===== src/rtl/td4_defs.sv =====
// Shared TD4 definitions: word sizes, loader state encoding, and the
// registered output set the loader FSM drives for each state.
package td4_defs;

    localparam int         TD4_ADDR_W = 4;
    localparam int         TD4_DATA_W = 8;
    localparam logic [7:0] TD4_NOP    = 8'h00;

    typedef enum logic [2:0] {
        ST_IDLE  = 3'd0,
        ST_LOAD  = 3'd1,
        ST_CHECK = 3'd2,
        ST_DONE  = 3'd3,
        ST_ERROR = 3'd4
    } load_state_t;

    typedef struct packed {
        logic in_ready;
        logic busy;
        logic cpu_hold;
        logic done;
        logic error;
    } load_outs_t;

    // Output set for a given state; registered alongside the state so every
    // status output changes on the same edge as the state itself.
    function automatic load_outs_t outs_for(load_state_t s);
        load_outs_t o;
        o = '0;
        case (s)
            ST_LOAD, ST_CHECK: begin
                o.in_ready = 1'b1;
                o.busy     = 1'b1;
                o.cpu_hold = 1'b1;
            end
            ST_DONE:  o.done = 1'b1;
            ST_ERROR: begin
                o.cpu_hold = 1'b1;
                o.error    = 1'b1;
            end
            default: o = '0;
        endcase
        return o;
    endfunction

endpackage


===== src/rtl/prog_ram.sv =====
// Writable program store: 2**ADDR_W x DATA_W registers, one synchronous
// write port, asynchronous read, cleared to NOP (all zeros) on reset.
module prog_ram
    import td4_defs::*;
#(
    parameter int ADDR_W = TD4_ADDR_W,
    parameter int DATA_W = TD4_DATA_W
) (
    input  logic              CLK,
    input  logic              N_RESET,
    input  logic              we,
    input  logic [ADDR_W-1:0] waddr,
    input  logic [DATA_W-1:0] wdata,
    input  logic [ADDR_W-1:0] A,
    output logic [DATA_W-1:0] D
);

    logic [2**ADDR_W-1:0][DATA_W-1:0] mem;

    // Clear every word on reset, otherwise write one word per enabled edge
    always_ff @(posedge CLK) begin
        if (!N_RESET) mem <= '0;
        else if (we)  mem[waddr] <= wdata;
    end

    // Read sees the pre-edge contents, so a same-cycle write shows old data
    assign D = mem[A];

endmodule


===== src/rtl/program_loader.sv =====
// TD4 program loader: streams a 16-byte image into prog_ram over a
// valid/ready byte interface, holding the CPU in reset while loading.
// Optional build macro PROGLOAD_CHECKSUM_EN adds a 17th checksum byte
// (mod-256 sum of the image) verified in the CHECK state.
module program_loader
    import td4_defs::*;
#(
    parameter int ADDR_W         = TD4_ADDR_W,
    parameter int DATA_W         = TD4_DATA_W,
    parameter int TIMEOUT_CYCLES = 50000
) (
    input  logic              CLK,
    input  logic              N_RESET,
    input  logic              START,
    input  logic [DATA_W-1:0] IN_DATA,
    input  logic              IN_VALID,
    output logic              IN_READY,
    input  logic [ADDR_W-1:0] A,
    output logic [DATA_W-1:0] D,
    output logic              CPU_HOLD,
    output logic              BUSY,
    output logic              DONE,
    output logic              ERROR
);

    localparam bit TO_EN = (TIMEOUT_CYCLES > 0);
    localparam int TO_W  = (TIMEOUT_CYCLES > 1) ? $clog2(TIMEOUT_CYCLES) : 1;
    localparam logic [TO_W-1:0] TO_LAST =
        TO_W'((TIMEOUT_CYCLES > 0) ? TIMEOUT_CYCLES - 1 : 0);

    load_state_t        state;
    load_outs_t         outs;
    logic [ADDR_W-1:0]  ptr;
    logic [TO_W-1:0]    to_cnt;
    logic [DATA_W-1:0]  ram_d;
    logic               xfer;
    logic               timed_out;
`ifdef PROGLOAD_CHECKSUM_EN
    logic [DATA_W-1:0]  sum;
`endif

    assign xfer      = IN_VALID & outs.in_ready;
    assign timed_out = TO_EN && (to_cnt == TO_LAST);

    // Loader FSM: pointer, checksum, idle-cycle counter and registered status
    always_ff @(posedge CLK) begin
        if (!N_RESET) begin
            state  <= ST_IDLE;
            outs   <= '0;
            ptr    <= '0;
            to_cnt <= '0;
`ifdef PROGLOAD_CHECKSUM_EN
            sum    <= '0;
`endif
        end else begin
            case (state)
                ST_LOAD: begin
                    if (xfer) begin
                        ptr    <= ptr + ADDR_W'(1);
                        to_cnt <= '0;
`ifdef PROGLOAD_CHECKSUM_EN
                        sum    <= sum + IN_DATA;
`endif
                        if (ptr == '1) begin
`ifdef PROGLOAD_CHECKSUM_EN
                            state <= ST_CHECK;
                            outs  <= outs_for(ST_CHECK);
`else
                            state <= ST_DONE;
                            outs  <= outs_for(ST_DONE);
`endif
                        end
                    end else if (timed_out) begin
                        state <= ST_ERROR;
                        outs  <= outs_for(ST_ERROR);
                    end else begin
                        to_cnt <= to_cnt + TO_W'(1);
                    end
                end
`ifdef PROGLOAD_CHECKSUM_EN
                ST_CHECK: begin
                    if (xfer) begin
                        to_cnt <= '0;
                        if (IN_DATA == sum) begin
                            state <= ST_DONE;
                            outs  <= outs_for(ST_DONE);
                        end else begin
                            state <= ST_ERROR;
                            outs  <= outs_for(ST_ERROR);
                        end
                    end else if (timed_out) begin
                        state <= ST_ERROR;
                        outs  <= outs_for(ST_ERROR);
                    end else begin
                        to_cnt <= to_cnt + TO_W'(1);
                    end
                end
`endif
                // IDLE, DONE, ERROR: wait for START; START during a load is ignored
                default: begin
                    if (START) begin
                        state  <= ST_LOAD;
                        outs   <= outs_for(ST_LOAD);
                        ptr    <= '0;
                        to_cnt <= '0;
`ifdef PROGLOAD_CHECKSUM_EN
                        sum    <= '0;
`endif
                    end
                end
            endcase
        end
    end

    prog_ram #(
        .ADDR_W (ADDR_W),
        .DATA_W (DATA_W)
    ) u_ram (
        .CLK     (CLK),
        .N_RESET (N_RESET),
        .we      (xfer && (state == ST_LOAD)),
        .waddr   (ptr),
        .wdata   (IN_DATA),
        .A       (A),
        .D       (ram_d)
    );

    // CPU sees NOPs while the image is in flux
    assign D        = outs.busy ? DATA_W'(TD4_NOP) : ram_d;
    assign IN_READY = outs.in_ready;
    assign BUSY     = outs.busy;
    assign CPU_HOLD = outs.cpu_hold;
    assign DONE     = outs.done;
    assign ERROR    = outs.error;

endmodule


===== config.mk =====
export PLATFORM = sky130hd
export DESIGN_NAME = program_loader
export DESIGN_NICKNAME = d
export VERILOG_FILES = /design/src/rtl/td4_defs.sv /design/src/rtl/prog_ram.sv /design/src/rtl/program_loader.sv
export SDC_FILE = /design/constraint.sdc
export NUM_CORES = 1
export LEC_CHECK = 0
export ABC_AREA = 1
export CORE_MARGIN = 10
export CORE_UTILIZATION = 35
export DETAILED_ROUTE_END_ITERATION = 12
export GPL_TIMING_DRIVEN = 0
export PLACE_DENSITY = 0.6
export SYNTH_ARGS = -nofsm -noshare
export SYNTH_HDL_FRONTEND = slang
export SYNTH_SLANG_ARGS = --single-unit

===== constraint.sdc =====
create_clock -name CLK -period 3.2 [get_ports CLK]
set_input_delay 0.32 -clock CLK [delete_from_list [all_inputs] [get_ports CLK]]
set_output_delay 0.32 -clock CLK [all_outputs]
set_load 0.01 [all_outputs]

* Word-level counts from Yosys, hierarchy flattened
Cells that the tools add are included.
W data, S select, Z words.
** Operators by class
- Add/subtract/negate cells :: 2
- Magnitude comparators :: 3
- Eq/ne operators :: 7
- Multiplexer cells :: 23
- Bitwise operators :: 1
- Reductions and logical operators :: 6
** Operator list (count)
- $bwmux W128 :: 1
- $mux W16 :: 4
- $bmux W8 S4 :: 1
- $demux W8 S4 :: 1
- $mux W5 :: 5
- $mux W8 :: 3
- $add A16 B1 Y16 const B :: 1
- $eq A16 B16 Y1 const B :: 1
- $mux W3 :: 5
- $mux W4 :: 3
- $lt A4 B5 Y1 const B :: 2
- $ne A3 B3 Y1 const B :: 3
- $add A4 B1 Y4 const B :: 1
- $eq A4 B4 Y1 const B :: 1
- $ge A4 B1 Y1 const B :: 1
- $reduce_and A2 Y1 :: 2
- $eq A3 B1 Y1 const B :: 1
- $reduce_and A3 Y1 :: 1
- $logic_and A1 B1 Y1 :: 2
- $ne A2 B2 Y1 const B :: 1
- $reduce_bool A2 Y1 :: 1
- $and A1 B1 Y1 :: 1
** Storage, ports and cells
- Bits in registers :: 156
- Bits of input ports :: 16
- Output and inout port bits :: 13
- Logic and storage cells :: 66

* Depth between registers and ports, before layout
- Depth in word-level cells :: 5
- Mapped depth :: 10
- Mapped depth without buffers :: 10

* By module
From an unflattened synthesis, not the netlist that was laid out.
** Second synthesis, totals
- Cells, all modules :: 1126
- Area, all modules :: 7581.0 um^2
** By module, submodules not included
- prog_ram :: times used 1, cells each 885, area an instance 5987.0 um^2, sequential area each 2562.5 um^2
- program_loader :: times used 1, cells each 241, area an instance 1594.0 um^2, sequential area each 500.5 um^2

* Least setup slack after synthesis
No wires, ideal clock.
- Kind :: input to output
- Start :: input A[1]
- End :: output D[1]
- Arrival :: 1272 ps
- Setup slack :: 1608 ps
- Cell stages on the path :: 6
- Cells stage by stage :: buf_2 clkbuf_1 o21ai_0 o21ai_0 nand3_1 a21oi_1
** On the way
- Longest elaborated chain between the ends :: 3
** Ends and longest elaborated chain
- start: declaration :: line program_loader.sv:18 : input logic [ADDR_W-1:0] A,
- $bmux W8 S4 :: line prog_ram.sv:27 : assign D = mem[A];
- $mux W8 (implied by the code) :: line prog_ram.sv:27
- $mux W8 :: line program_loader.sv:129 : assign D = outs.busy ? DATA_W'(TD4_NOP) : ram_d;
- end: declaration :: line program_loader.sv:19 : output logic [DATA_W-1:0] D,
No other way between the ends. The select of a mux whose other input is x is not followed.

* Worst setup path in the final report
- Start :: input A[0]
- End :: output D[7]
Same word-level chain as after synthesis.

==> run_results.csv <==
group,metric,value,unit
sta,finClkSkew,0.009776,ns
detailed_routing,ant_nets,0,
yosys,synth_top_area_share,41.39,%
yosys,synth-edff-count,0,
placed_design,place_congestion,0.9689,
yosys,yosysWarnings,0,
detailed_routing,vias,7240,
detailed_routing,drt_iter0_drc,732,
finish,layout-drive-gt1-share,8.921,%
clock_tree,cts_tree,"yes",
power_and_ir_drop,p_int,3.131,mW
power_and_ir_drop,p_switching,1.158,mW
detailed_routing,firstDrtPassIters,5,
power_and_ir_drop,vdd_drop_max,360.6,uV
setup_path,slowest_stage,"clkdlybuf4s50_1",
outcome,outcome,"complete, no violations",
finish,nets,1129,
floorplan,rows,53,
clock_tree,clockRootBuffer,"clkbuf_16",
setup_path,worst_path_largest_cell_delay,0.64,ns
setup_path,timing.reg2reg.setup_slack,1.30,ns
placed_design,numPortBuffers,27,
finish,fin_area,0.008600,mm^2
finish,post-route-util,41.17,%
setup_path,critical_path_class,"input port to primary output",
clock_tree,cts_made_buffers,17,
setup_path,worstPathMaxFanout,10,
yosys,synth.largest_area_cell,"dfxtp_1",
global_route,overflow,0,
clock_tree,clk_latency,0.43,ns
power_and_ir_drop,finalPower,4.289,mW
detailed_routing,routedWlPerCell,17.24,um
clock_tree,max-clock-path-buffers,2,
placed_design,dp_hpwl,17.05,mm
global_route,grt_pass1_wl,37.67,mm
setup_path,cp_data_arrival_time,2.87,ns
floorplan,initial_core_util,35.43,%
job,cap_viol_max_count,0,
yosys,syn-num-nets,1083,
power_and_ir_drop,sw_frac_of_total,27.00,%
yosys,synthArstFlopShare,0,%
finish,final_common_cell,"nor2_1",
yosys,synth-seq-cells,153,
floorplan,die_x,165.4,um
setup_path,cp_cell_sequence,"clkdlybuf4s50_1, buf_2, clkbuf_4, o21ai_0, o21ai_0, nand3_1, a21oi_1, clkdlybuf4s50_1",
setup_path,cp-start-kind,"input port",
sta,setup_violations,0,
detailed_routing,wl_met2,10.92,mm
finish,n_antenna_cell,0,
placed_design,dpl_cell_area,0.008015,mm^2
sta,finalHoldViolCount,0,
finish,synthToLayoutAreaGrowth,16.20,%
yosys,ys_seq_area_share,41.39,%
detailed_routing,wl_met1,11.10,mm
floorplan,die_h,165.4,um
yosys,yosysUniqueCellTypes,36,
detailed_routing,top_layer,"met4",
floorplan,die_area,0.02736,mm^2
sta,fmax,313.6,MHz
sta,post-route-min-period,3.189,ns
power_and_ir_drop,p_seq_share,44.8,%
power_and_ir_drop,leakage,3.331,nW
global_route,grt_pass1_vias,6685,
clock_tree,numClockSinks,153,
power_and_ir_drop,p_clk_share,45.6,%
floorplan,ios,29,
setup_path,worstPathRequired,2.88,ns
sta,fin_crit_sh,99.65,%
sta,tightest_slew,0.7314,ns
clock_tree,cts_max_level,4,
yosys,avgSynthCellArea,6.969,um^2
yosys,syn_area,0.007401,mm^2
yosys,synth_top_family_by_area,"simple AND/OR/NAND/NOR gates",
power_and_ir_drop,cellPowerDensity,498.8,mW/mm^2
yosys,syn_inst,1062,
yosys,synthMuxAreaShare,0,%
yosys,synth_area_leaders,"dfxtp_1 (41%), nor2_1 (12%), o21ai_0 (11%), a21oi_1 (6.7%), nand2_1 (4.8%)",
sta,rsz0062_at_grt,"no",
global_route,track_usage,17.83,%
detailed_routing,drt-total-wl,24.07,mm
sta,slew_headroom,51.24,%
worst_hold_path,hp-class,"flop to flop",
detailed_routing,detail_route.vias_per_cell,5.186,
yosys,synth_compound_area_share,21.01,%
clock_tree,post_cts_buffers,0,
setup_path,crit_path_end_kind,"primary output",
detailed_routing,wl_met3,1.721,mm
sta,final_max_slew_viol_count,0,
yosys,ys.flop_type,"dfxtp_1",
finish,mostFrequentLayoutCells,"nor2_1 (233), o21ai_0 (162), dfxtp_1 (153)",
global_route,grt_max_degree,17,
yosys,synth_fa_ha_area_share,0.8453,%
power_and_ir_drop,combPwrFrac,9.6,%
clock_tree,clk_pin_slew,0.06,ns
clock_tree,cts.hold.buffers_added,0,
detailed_routing,route.detailed.drc,0,
yosys,yosys.area_share.xor_xnor,0.1183,%
global_route,antenna_found_initial,0,
yosys,synthSimpleGateAreaFrac,26.86,%
floorplan,core_area,0.02089,mm^2
-- state kept, by name, indices dropped and copies added, names as in the netlist --
register	count
BUSY	1
CPU_HOLD	1
ERROR	1
ptr	4
state	2
to_cnt	16
u_ram.mem	128
-- cell type report --
| class | count | area (um^2) |
|---|---|---|
| fill | 2222 | 12290 |
| multi-input combinational | 741 | 3615 |
| sequential | 153 | 3063 |
| clock buffer | 21 | 480.5 |
| inverter | 106 | 407.9 |
| tap | 275 | 344.1 |
| buffer | 62 | 330.3 |
| timing repair buffer | 27 | 270.3 |
| clock inverter | 11 | 88.84 |
-- power by group through the flow --
| stage | logic (mW) | registers, mW | clock network, mW |
|---|---|---|---|
| floorplan | 0.228 | 1.97 | 0 |
| global placement | 0.401 | 1.97 | 0 |
| detailed placement | 0.401 | 1.97 | 0 |
| CTS | 0.403 | 1.92 | 1.97 |
| global route | 0.447 | 1.92 | 2.06 |
| finish | 0.410 | 1.92 | 1.96 |
-- final timing paths --
kind / startpoint / endpoint / cells past startpoint
min reg2reg: u_ram.mem[18] / u_ram.mem[18] / 2
min: u_ram.mem[18] / u_ram.mem[18] / 2
max: A[0] / D[7] / 8
max reg2reg: BUSY / u_ram.mem[30] / 9
-- stage by stage --
step / cells / setup TNS [ns] / hold slack [ns] / setup slack, ns
finish: 1396 / 0 / 0.4461 / 0.01127
detailed placement: 1364 / -0.1506 / 0.4366 / -0.05265
global route: 1396 / 0 / 0.4609 / 0.01246
global placement: 1364 / -0.1528 / 0.4333 / -0.06341
CTS: 1396 / 0 / 0.4472 / 0.01465
floorplan: 1062 / 0 / 0.4206 / 1.608
-- Yosys cell counts, types with 2 or more instances --
cell type,instances
nand4_1,10
inv_1,91
clkinv_1,2
nor2_4,3
buf_6,5
a21oi_1,99
nand2_1,95
clkbuf_1,38
nand3_1,69
nand2_2,6
nand3_2,2
or2_2,2
nand2_8,2
dfxtp_1,153
buf_4,3
inv_2,11
nor3_4,2
nor2_1,233
o21ai_0,164
buf_2,14
o211ai_1,24
nor2_8,4
ha_1,5
nand2_4,5
o21ai_1,9
-- critical path, delay by kind of cell --
family / cells / cell delay, ns
AOI/OAI and AO/OA: 3 / 0.62
and+or+nand+nor: 1 / 0.11
buffers and inverters: 4 / 1.81
-- routing by layer --
metal	up-vias	global-route usage, %
met5	-	0
met4	0	4.629
met3	31	3.570
met2	236	28.37
met1	3393	24.15
li1	3580	-
-- timing repair --
action                     CTS  global route
setup endpoints to repair    4             7
resized for setup            1            12
gates cloned                 0             0
pin swaps                    0             0
-- cells by family (layout without fill, tap and decap cells) --
group,count (synthesis),count (layout)
compound gates,298,298
fa+ha+maj,5,5
xor+xnor,1,1
simple gates,437,437
flops,153,153
buf+inv,168,227
No activity file was read; power rests on OpenSTA's default activity.
